## config.mk

```make
export PLATFORM = sky130hd
export DESIGN_NAME = cheat_seq_flat
export DESIGN_NICKNAME = d
export VERILOG_FILES = /design/src/rtl/cheat_seq_if.sv /design/src/rtl/cheat_seq.sv /design/src/flat_wrapper.sv
export SDC_FILE = /design/constraint.sdc
export NUM_CORES = 1
export LEC_CHECK = 0
export ABC_CLOCK_PERIOD_IN_PS = 3250
export CAP_MARGIN = 15
export CORE_MARGIN = 2
export CORE_UTILIZATION = 37
export CTS_CLUSTER_DIAMETER = 30
export CTS_CLUSTER_SIZE = 40
export DETAILED_ROUTE_END_ITERATION = 12
export SKIP_CTS_REPAIR_TIMING = 1
export SYNTH_ARGS = -nofsm -noshare
export SYNTH_HDL_FRONTEND = slang
export SYNTH_SLANG_ARGS = --single-unit
```

## constraint.sdc

```tcl
create_clock -name clk -period 3.25 [get_ports clk]
set_input_delay 0.4875 -clock clk [delete_from_list [all_inputs] [get_ports clk]]
set_output_delay 0.4875 -clock clk [all_outputs]
set_load 0.1 [all_outputs]
```

## src/rtl/cheat_seq_if.sv

```systemverilog
// Cheat-entry request bus and slot-register write port of the cheat sequencer.
interface cheat_seq_if;
   logic        req_valid;
   logic        req_ready;
   logic [3:0]  req_slot;
   logic [15:0] req_addr;
   logic [7:0]  req_cmp;
   logic [7:0]  req_new;
   logic        clr_req;
   logic        cpu_m2;
   logic        wr_en;
   logic [3:0]  wr_slot;
   logic [1:0]  wr_reg;
   logic [7:0]  wr_data;
   logic        busy;
   logic        done;

   modport master (
      output req_valid, req_slot, req_addr, req_cmp, req_new, clr_req, cpu_m2,
      input  req_ready, wr_en, wr_slot, wr_reg, wr_data, busy, done
   );

   modport slave (
      input  req_valid, req_slot, req_addr, req_cmp, req_new, clr_req, cpu_m2,
      output req_ready, wr_en, wr_slot, wr_reg, wr_data, busy, done
   );
endinterface

```

## src/rtl/cheat_seq.sv

```systemverilog
// Cheat slot programming sequencer: disable, write addr/cmp/new, re-enable;
// plus a bulk clear of all slots. Slot writes happen only while CPU M2 is low.
module cheat_seq #(
   parameter int CHEAT_NUM = 16
) (
   input logic       clk,
   input logic       rst_n,
   cheat_seq_if.slave bus
);

   localparam logic [4:0] NUM  = 5'(CHEAT_NUM);
   localparam logic [3:0] LAST = 4'(CHEAT_NUM - 1);

   typedef enum logic [2:0] {
      S_IDLE, S_DIS, S_ALO, S_CMP, S_NEW, S_EN, S_CLR
   } state_t;

   state_t      state_q, state_d;
   logic        clr_pend_q, clr_pend_d;
   logic [3:0]  cnt_q, cnt_d;
   logic [3:0]  slot_q, slot_d;
   logic [15:0] addr_q, addr_d;
   logic [7:0]  cmp_q, cmp_d;
   logic [7:0]  new_q, new_d;
   logic        done_q, done_d;

   logic        ready;
   logic        wr_en;
   logic [3:0]  wr_slot;
   logic [1:0]  wr_reg;
   logic [7:0]  wr_data;

   assign ready = rst_n & (state_q == S_IDLE) & ~clr_pend_q & ~bus.clr_req;
   assign wr_en = (state_q != S_IDLE) & ~bus.cpu_m2;

   always_comb begin
      state_d    = state_q;
      cnt_d      = cnt_q;
      clr_pend_d = clr_pend_q | (bus.clr_req & (state_q != S_CLR));
      slot_d     = slot_q;
      addr_d     = addr_q;
      cmp_d      = cmp_q;
      new_d      = new_q;
      done_d     = 1'b0;
      wr_slot    = slot_q;
      wr_reg     = 2'd0;
      wr_data    = 8'h00;
      case (state_q)
         S_IDLE: begin
            wr_slot = 4'd0;
            if (clr_pend_q) begin
               state_d = S_CLR;
               cnt_d   = 4'd0;
            end else if (bus.req_valid && ready) begin
               slot_d = bus.req_slot;
               addr_d = bus.req_addr;
               cmp_d  = bus.req_cmp;
               new_d  = bus.req_new;
               // Out-of-range slots are swallowed but still acknowledged with done
               if ({1'b0, bus.req_slot} >= NUM) done_d  = 1'b1;
               else                             state_d = S_DIS;
            end
         end
         S_DIS: begin
            wr_reg  = 2'd1;
            wr_data = addr_q[15:8] & 8'h7F;
            if (wr_en) state_d = S_ALO;
         end
         S_ALO: begin
            wr_reg  = 2'd0;
            wr_data = addr_q[7:0];
            if (wr_en) state_d = S_CMP;
         end
         S_CMP: begin
            wr_reg  = 2'd2;
            wr_data = cmp_q;
            if (wr_en) state_d = S_NEW;
         end
         S_NEW: begin
            wr_reg  = 2'd3;
            wr_data = new_q;
            if (wr_en) state_d = S_EN;
         end
         S_EN: begin
            wr_reg  = 2'd1;
            wr_data = addr_q[15:8];
            if (wr_en) begin
               state_d = S_IDLE;
               done_d  = 1'b1;
            end
         end
         S_CLR: begin
            wr_slot = cnt_q;
            wr_reg  = 2'd1;
            wr_data = 8'h00;
            if (wr_en) begin
               if (cnt_q == LAST) begin
                  state_d    = S_IDLE;
                  cnt_d      = 4'd0;
                  clr_pend_d = 1'b0;
                  done_d     = 1'b1;
               end else begin
                  cnt_d = 4'(cnt_q + 4'd1);
               end
            end
         end
         default: state_d = S_IDLE;
      endcase
   end

   always_ff @(posedge clk) begin
      if (!rst_n) begin
         state_q    <= S_IDLE;
         clr_pend_q <= 1'b0;
         cnt_q      <= 4'd0;
         slot_q     <= 4'd0;
         addr_q     <= 16'h0000;
         cmp_q      <= 8'h00;
         new_q      <= 8'h00;
         done_q     <= 1'b0;
      end else begin
         state_q    <= state_d;
         clr_pend_q <= clr_pend_d;
         cnt_q      <= cnt_d;
         slot_q     <= slot_d;
         addr_q     <= addr_d;
         cmp_q      <= cmp_d;
         new_q      <= new_d;
         done_q     <= done_d;
      end
   end

   assign bus.req_ready = ready;
   assign bus.wr_en     = wr_en;
   assign bus.wr_slot   = wr_slot;
   assign bus.wr_reg    = wr_reg;
   assign bus.wr_data   = wr_data;
   assign bus.busy      = (state_q != S_IDLE) | clr_pend_q;
   assign bus.done      = done_q;

endmodule

```

## src/flat_wrapper.sv

```systemverilog
// flat-port wrapper written by rule: the top's interface ports become plain ports
module cheat_seq_flat 
#(
   parameter int CHEAT_NUM = 16
)
  (clk, rst_n, bus_req_valid, bus_req_slot, bus_req_addr, bus_req_cmp, bus_req_new, bus_clr_req, bus_cpu_m2, bus_req_ready, bus_wr_en, bus_wr_slot, bus_wr_reg, bus_wr_data, bus_busy, bus_done);
  cheat_seq_if bus_i ();
  input logic clk;
  input logic rst_n;
  input wire logic [$bits(bus_i.req_valid)-1:0] bus_req_valid;
  input wire logic [$bits(bus_i.req_slot)-1:0] bus_req_slot;
  input wire logic [$bits(bus_i.req_addr)-1:0] bus_req_addr;
  input wire logic [$bits(bus_i.req_cmp)-1:0] bus_req_cmp;
  input wire logic [$bits(bus_i.req_new)-1:0] bus_req_new;
  input wire logic [$bits(bus_i.clr_req)-1:0] bus_clr_req;
  input wire logic [$bits(bus_i.cpu_m2)-1:0] bus_cpu_m2;
  output wire logic [$bits(bus_i.req_ready)-1:0] bus_req_ready;
  output wire logic [$bits(bus_i.wr_en)-1:0] bus_wr_en;
  output wire logic [$bits(bus_i.wr_slot)-1:0] bus_wr_slot;
  output wire logic [$bits(bus_i.wr_reg)-1:0] bus_wr_reg;
  output wire logic [$bits(bus_i.wr_data)-1:0] bus_wr_data;
  output wire logic [$bits(bus_i.busy)-1:0] bus_busy;
  output wire logic [$bits(bus_i.done)-1:0] bus_done;
  assign bus_i.req_valid = bus_req_valid;
  assign bus_i.req_slot = bus_req_slot;
  assign bus_i.req_addr = bus_req_addr;
  assign bus_i.req_cmp = bus_req_cmp;
  assign bus_i.req_new = bus_req_new;
  assign bus_i.clr_req = bus_clr_req;
  assign bus_i.cpu_m2 = bus_cpu_m2;
  assign bus_req_ready = bus_i.req_ready;
  assign bus_wr_en = bus_i.wr_en;
  assign bus_wr_slot = bus_i.wr_slot;
  assign bus_wr_reg = bus_i.wr_reg;
  assign bus_wr_data = bus_i.wr_data;
  assign bus_busy = bus_i.busy;
  assign bus_done = bus_i.done;
  cheat_seq #(.CHEAT_NUM(CHEAT_NUM)) u_core (.clk(clk), .rst_n(rst_n), .bus(bus_i));
endmodule
```

==> flow_metrics.py, run 1 <==
metrics = {
    "synthesis": {
        "yosysTopAreaCell": "dfxtp_1",
        "ys_top_cells_by_area": "dfxtp_1, nand4_1, o21ai_2",
        "synthesis.area_um2": 2440,
        "synthesis.nets": 324,
        "ys_top_cells_by_count": "dfxtp_1, nand2_1, nand4_1",
        "ys_ff_latch": 45,
        "yosys_warnings": 0,
        "syn_area_per_cell_um2": 8.66,
        "synthCells": 282,
        "yosysUniqueCellTypes": 53,
        "yosysSeqAreaShare_pct": 36.9,
        "synthFlopType": "dfxtp_1",
        "synthDominantCellAreaShare_pct": 36.9,
        "synth-edff-count": 0,
        "async_flop_share_pct": 0,
    },
    "detailed_routing": {
        "finalWirelength_um": 6430,
        "dr.pass1.iters": 4,
        "wl_per_cell_um": 15.9,
        "vias": 2260,
        "drtAntennaViolNets": 0,
        "drt_iter0_drc": 151,
        "drc": 0,
        "routed_via_density": 5.58,
    },
    "layout": {
        "drive_above_1_share_pct": 19.5,
        "area_growth_pct": 30.8,
        "regArea_um2": 901,
        "nets": 369,
        "antenna_cells": 0,
        "final_area_um2": 3190,
        "fill_cells": 640,
        "multi_input_area_um2": 1370,
    },
    "critical_path": {
        "cp.required_ps": 2760,
        "crit_path_end_kind": "output port",
        "r2r_slack_ps": 1220,
        "startpoint": "u_core.state_q[2]",
        "cp_cell_sequence": "nor2b_1 -> a22oi_1 -> o22ai_1 -> buf_4",
        "cp_max_fo": 19,
        "crit_family": "flip-flops",
        "cp-start-kind": "register",
        "arrival_ps": 2280,
        "r2r_start": "u_core.state_q[0]",
        "worst_path_largest_cell_delay_ps": 720,
        "critical_path_class": "reg -> out",
        "cp_slowest_cell": "dfxtp_1",
        "crit_buf_inv": 1,
    },
    "sta": {
        "setup_viol": 0,
        "worstMarginPinSlew_ps": 961,
        "period_share_pct": 85.1,
        "finalHoldViolCount": 0,
        "skew_ps": 3.79,
        "slew_headroom_pct": 35.7,
        "tns_ps": 0,
        "rsz0062_at_grt": "false",
        "clock.fmax_ghz": 0.362,
        "drv_slew": 0,
        "period_minus_slack_ps": 2770,
        "hold_ws_ps": 457,
    },
    "global_route": {
        "grt_util_all_layers_pct": 18.2,
        "grt_pass1_wl_um": 10700,
        "antenna_found_initial": 0,
        "grt_overflow_total": 0,
        "grt_pass1_vias": 2161,
        "grt_max_degree": 51,
    },
    "floorplanning": {
        "initial_core_util_pct": 38.4,
        "dieArea_um2": 7260,
        "die_h_um": 85.2,
        "num_rows": 29,
        "ios": 59,
        "core-area_um2": 6350,
        "die-width_um": 85.2,
    },
    "hold_path": {
        "hp-class": "reg -> reg",
        "worstHoldStart": "u_core.addr_q[0]",
    },
    "place": {
        "dpl.hpwl_um": 4500,
        "io_buffers": 58,
        "postPlaceCellArea_um2": 3080,
        "place_congestion": 0.773,
    },
    "power": {
        "p_leak_nw": 1.17,
        "p_per_area_nw_per_um2": 570,
        "max-vdd-ir-drop_mv": 0.365,
    },
    "clock_network": {
        "cts_buffers": 5,
        "htree_levels": 2,
        "cts.sink_count": 45,
        "cts_tree": "built",
        "insertion_delay_ps": 290,
        "cts_buffer_depth": 2,
        "clockRootBuffer": "clkbuf_8",
        "clk_pin_slew_worst_paths_ps": 80,
    },
    "run": {
        "drv_cap": 0,
    },
    "outcome": {
        "outcome": "completed",
    },
}
## per-layer routing
| metal | global-route usage [%] | vias to the layer above | part of all wire [%] |
|---|---|---|---|
| met5 | 0 | - | 0 |
| met3 | 3.60 | 11 | 4.0 |
| met2 | 27.8 | 52 | 46 |
| met4 | 5.19 | 0 | 1.9 |
| met1 | 26.2 | 1054 | 48 |
| li1 | - | 1143 | - |
## through the flow
step | setup slack (ps) | util [%] | instances | total power [mW]
floorplan | 241 | - | 282 | 1.17
global placement | 877 | 48.5 | 397 | 1.39
detailed placement | 860 | 48.5 | 397 | 1.39
CTS | 527 | 50.3 | 405 | 1.83
global route | 378 | 50.3 | 405 | 1.90
finish | 485 | 50.3 | 405 | 1.82
## area by class of cell
cell class	instances	share of cell area, %
Clock buffer	7	2.70
Timing Repair Buffer	67	21.7
Multi-Input combinational cell	204	42.9
Inverter	4	0.470
Tap cell	77	3.02
Clock inverter	1	0.940
Sequential cell	45	28.2
## cell usage in the layout (no fill, tap or decap), types with 3 or more instances in the layout
| cell | count |
|---|---|
| nand2_1 | 45 |
| dfxtp_1 | 45 |
| clkdlybuf4s50_1 | 41 |
| nand4_1 | 32 |
| o21ai_2 | 20 |
| buf_4 | 19 |
| a21oi_1 | 11 |
| o21ai_1 | 11 |
| mux2i_1 | 11 |
| a22o_1 | 8 |
| buf_12 | 7 |
| nor2b_1 | 6 |
| o22ai_1 | 6 |
| clkbuf_8 | 6 |
| and3b_1 | 5 |
| nand2b_1 | 4 |
| inv_1 | 3 |
| a221oi_1 | 3 |
| nor2_1 | 3 |
## where the power goes
part | switching (mW) | internal [mW] | leakage, nW
registers | 0.0526 | 0.587 | 0.365
logic | 0.491 | 0.251 | 0.744
clock network | 0.186 | 0.251 | 0.0585
## logic make-up after synthesis
logic type | after synthesis | share of synthesized area (%)
fa+ha+maj | 1 | 0.512
mux | 12 | 4.97
simple gates | 115 | 27.0
compound gates | 76 | 23.4
buf+inv | 33 | 7.28
flops | 45 | 36.9
## path summary, 6_finish.rpt
| check | to | cells past startpoint |
|---|---|---|
| hold / removal | u_core.addr_q[0] | 2 |
| hold reg to reg | u_core.addr_q[0] | 2 |
| setup / recovery | bus_wr_data[6] | 4 |
| setup reg to reg | u_core.cmp_q[6] | 5 |
## worst min-delay path, delay by kind of cell (launching register included)
kind	cells	cell delay, ps
and+or+nand+nor	1	50
AOI/OAI and AO/OA	1	50
DFF	1	320
## state kept, by name, summed over array words and instances (netlist names)
register / count
u_core.cnt_q: 4
u_core.new_q: 8
u_core.cmp_q: 8
u_core.addr_q: 16
u_core.slot_q: 4
u_core.bus.done: 1
u_core.clr_pend_q: 1
u_core.state_q: 3
(Power assumes the default switching activity.)
==> run 2: changes to the inputs <==
--- a/config.mk
+++ b/config.mk
@@ -8,11 +8,12 @@
 export ABC_CLOCK_PERIOD_IN_PS = 3250
 export CAP_MARGIN = 15
 export CORE_MARGIN = 2
-export CORE_UTILIZATION = 37
+export CORE_UTILIZATION = 25
 export CTS_CLUSTER_DIAMETER = 30
 export CTS_CLUSTER_SIZE = 40
 export DETAILED_ROUTE_END_ITERATION = 12
 export SKIP_CTS_REPAIR_TIMING = 1
+export SLEW_MARGIN = 25
 export SYNTH_ARGS = -nofsm -noshare
 export SYNTH_HDL_FRONTEND = slang
 export SYNTH_SLANG_ARGS = --single-unit
==> run 2 against run 1 <==
Final area increased by 1.4%; global-route usage decreased by 4.4 points; power decreased by 4.3%; critical path depth unchanged; first-iteration DRC count decreased by 7.3%; sequential power decreased by 1%; wire length increased by 6.3%; core utilization decreased by 17 points; cell count increased by 14%; largest cell class unchanged.
==> flow_metrics.py, run 2 (synthesis gave the netlist of run 1 again) <==
metrics = {
    "outcome": {
        "outcome": "completed",
    },
    "power": {
        "clockPowerShare_pct": 20.5,
        "p_sw_share_pct": 43.1,
        "combPwrFrac_pct": 43.1,
        "power_switching_mw": 0.750,
        "max-vdd-ir-drop_mv": 0.288,
        "p_int_mw": 0.989,
        "p_leak_nw": 1.15,
        "p_per_area_nw_per_um2": 537,
        "seqPwrFrac_pct": 36.3,
        "total_power_mw": 1.74,
    },
    "layout": {
        "largest_register_ffs": 16,
        "postLayoutCoreUtil_pct": 33.6,
        "final_area_um2": 3240,
        "top_regs": "u_core.addr_q: 16 flops, u_core.cmp_q: 8 flops, u_core.new_q: 8 flops",
        "final_cell_mix": "nand2_1, dfxtp_1, clkdlybuf4s50_1",
        "multi_input_area_um2": 1370,
        "area_growth_pct": 32.6,
        "regArea_um2": 901,
        "fill_cells": 1039,
        "nets": 369,
        "antenna_cells": 0,
        "drive_above_1_share_pct": 19.8,
        "regMostFlops": "u_core.addr_q",
        "fin_cells": 461,
    },
    "sta": {
        "slew_headroom_pct": 35.9,
        "rsz0062_at_grt": "false",
        "worst_slack_ps": 432,
        "skew_ps": 3.67,
        "period_share_pct": 86.7,
        "clock.fmax_ghz": 0.355,
        "tns_ps": 0,
        "drv_slew": 0,
        "finalHoldViolCount": 0,
        "worstMarginPinSlew_ps": 958,
        "hold_ws_ps": 459,
        "setup_viol": 0,
        "period_minus_slack_ps": 2820,
    },
    "floorplanning": {
        "die-width_um": 103,
        "ios": 59,
        "core-area_um2": 9640,
        "num_rows": 36,
        "dieArea_um2": 10600,
        "initial_core_util_pct": 25.3,
        "die_h_um": 103,
    },
    "detailed_routing": {
        "drtAntennaViolNets": 0,
        "vias": 2280,
        "wl_per_cell_um": 14.8,
        "drt_iter0_drc": 140,
        "routed_via_density": 4.95,
        "drc": 0,
        "dr.pass1.iters": 4,
        "finalWirelength_um": 6840,
    },
    "critical_path": {
        "r2r_start": "u_core.state_q[0]",
        "arrival_ps": 2330,
        "r2r_slack_ps": 1070,
        "cp_max_fo": 19,
        "startpoint": "u_core.state_q[2]",
        "critical_path_class": "reg -> out",
        "r2r_cells": 5,
        "regToRegEndpoint": "u_core.cmp_q[4]",
        "cp-endpoint": "bus_wr_data[6]",
        "crit_path_end_kind": "output port",
        "cp.required_ps": 2760,
        "cp-start-kind": "register",
    },
    "global_route": {
        "grt_util_all_layers_pct": 13.9,
        "grt_pass1_wl_um": 11300,
        "grt_pass1_vias": 2235,
        "grt_max_degree": 32,
        "antenna_found_initial": 0,
        "grt_overflow_total": 0,
    },
    "clock_network": {
        "cts_tree": "built",
        "insertion_delay_ps": 300,
        "clk_pin_slew_worst_paths_ps": 90,
        "cts_buffers": 5,
        "cts.sink_count": 45,
        "cts_buffer_depth": 2,
        "htree_levels": 2,
        "clockRootBuffer": "clkbuf_8",
    },
    "run": {
        "drv_cap": 0,
    },
    "place": {
        "dpl.hpwl_um": 4870,
        "postPlaceCellArea_um2": 3150,
        "place_congestion": 0.771,
        "dp_cells": 453,
        "io_buffers": 58,
        "place_ws_ps": 774,
    },
    "hold_path": {
        "worstHoldStart": "u_core.addr_q[3]",
        "hp-class": "reg -> reg",
    },
}
-- run 2: cell count changes in the layout (fill, tap and decap cells not counted), sizes merged --
cell      delta
clkbuf       -2
bufinv       -1
clkinv       +1
clkinvlp     +1
inv          +1
-- run 2: layout make-up --
class                      instances  area share, %
timing repair buffer              67           21.4
multi-input combinational        204           42.4
sequential                        45           27.8
tap                              133           5.14
inverter                           4          0.464
clock inverter                     3          0.657
clock buffer                       5           2.13
-- run 2: worst min-delay path by stage --
| stage | end | slack (ps) | depth (start not counted) |
|---|---|---|---|
| global placement | u_core.addr_q[5] | 440 | 2 |
| floorplan | u_core.addr_q[1] | 430 | 2 |
| detailed placement | u_core.addr_q[4] | 440 | 2 |
| CTS | u_core.addr_q[3] | 460 | 2 |
| global route | u_core.new_q[6] | 480 | 2 |
| finish | u_core.addr_q[3] | 460 | 2 |
-- run 2: per-layer routing --
metal	track usage [%]	share of wire [%]
met5	0	0
met4	4.25	1.1
met3	2.92	6.0
met2	21.8	46
met1	19.1	46
-- run 2: power groups by stage --
stage	sequential [mW]	combinational [mW]	clock [mW]
finish	0.632	0.750	0.357
global route	0.641	0.798	0.393
CTS	0.633	0.752	0.368
detailed placement	0.645	0.750	0
global placement	0.644	0.747	0
floorplan	0.619	0.553	0
-- run 2: worst max-delay path: stages, from the launching register on --
cell	delay, ps
dfxtp_1	750
nor2b_1	580
a22oi_1	140
o22ai_1	230
buf_4	330
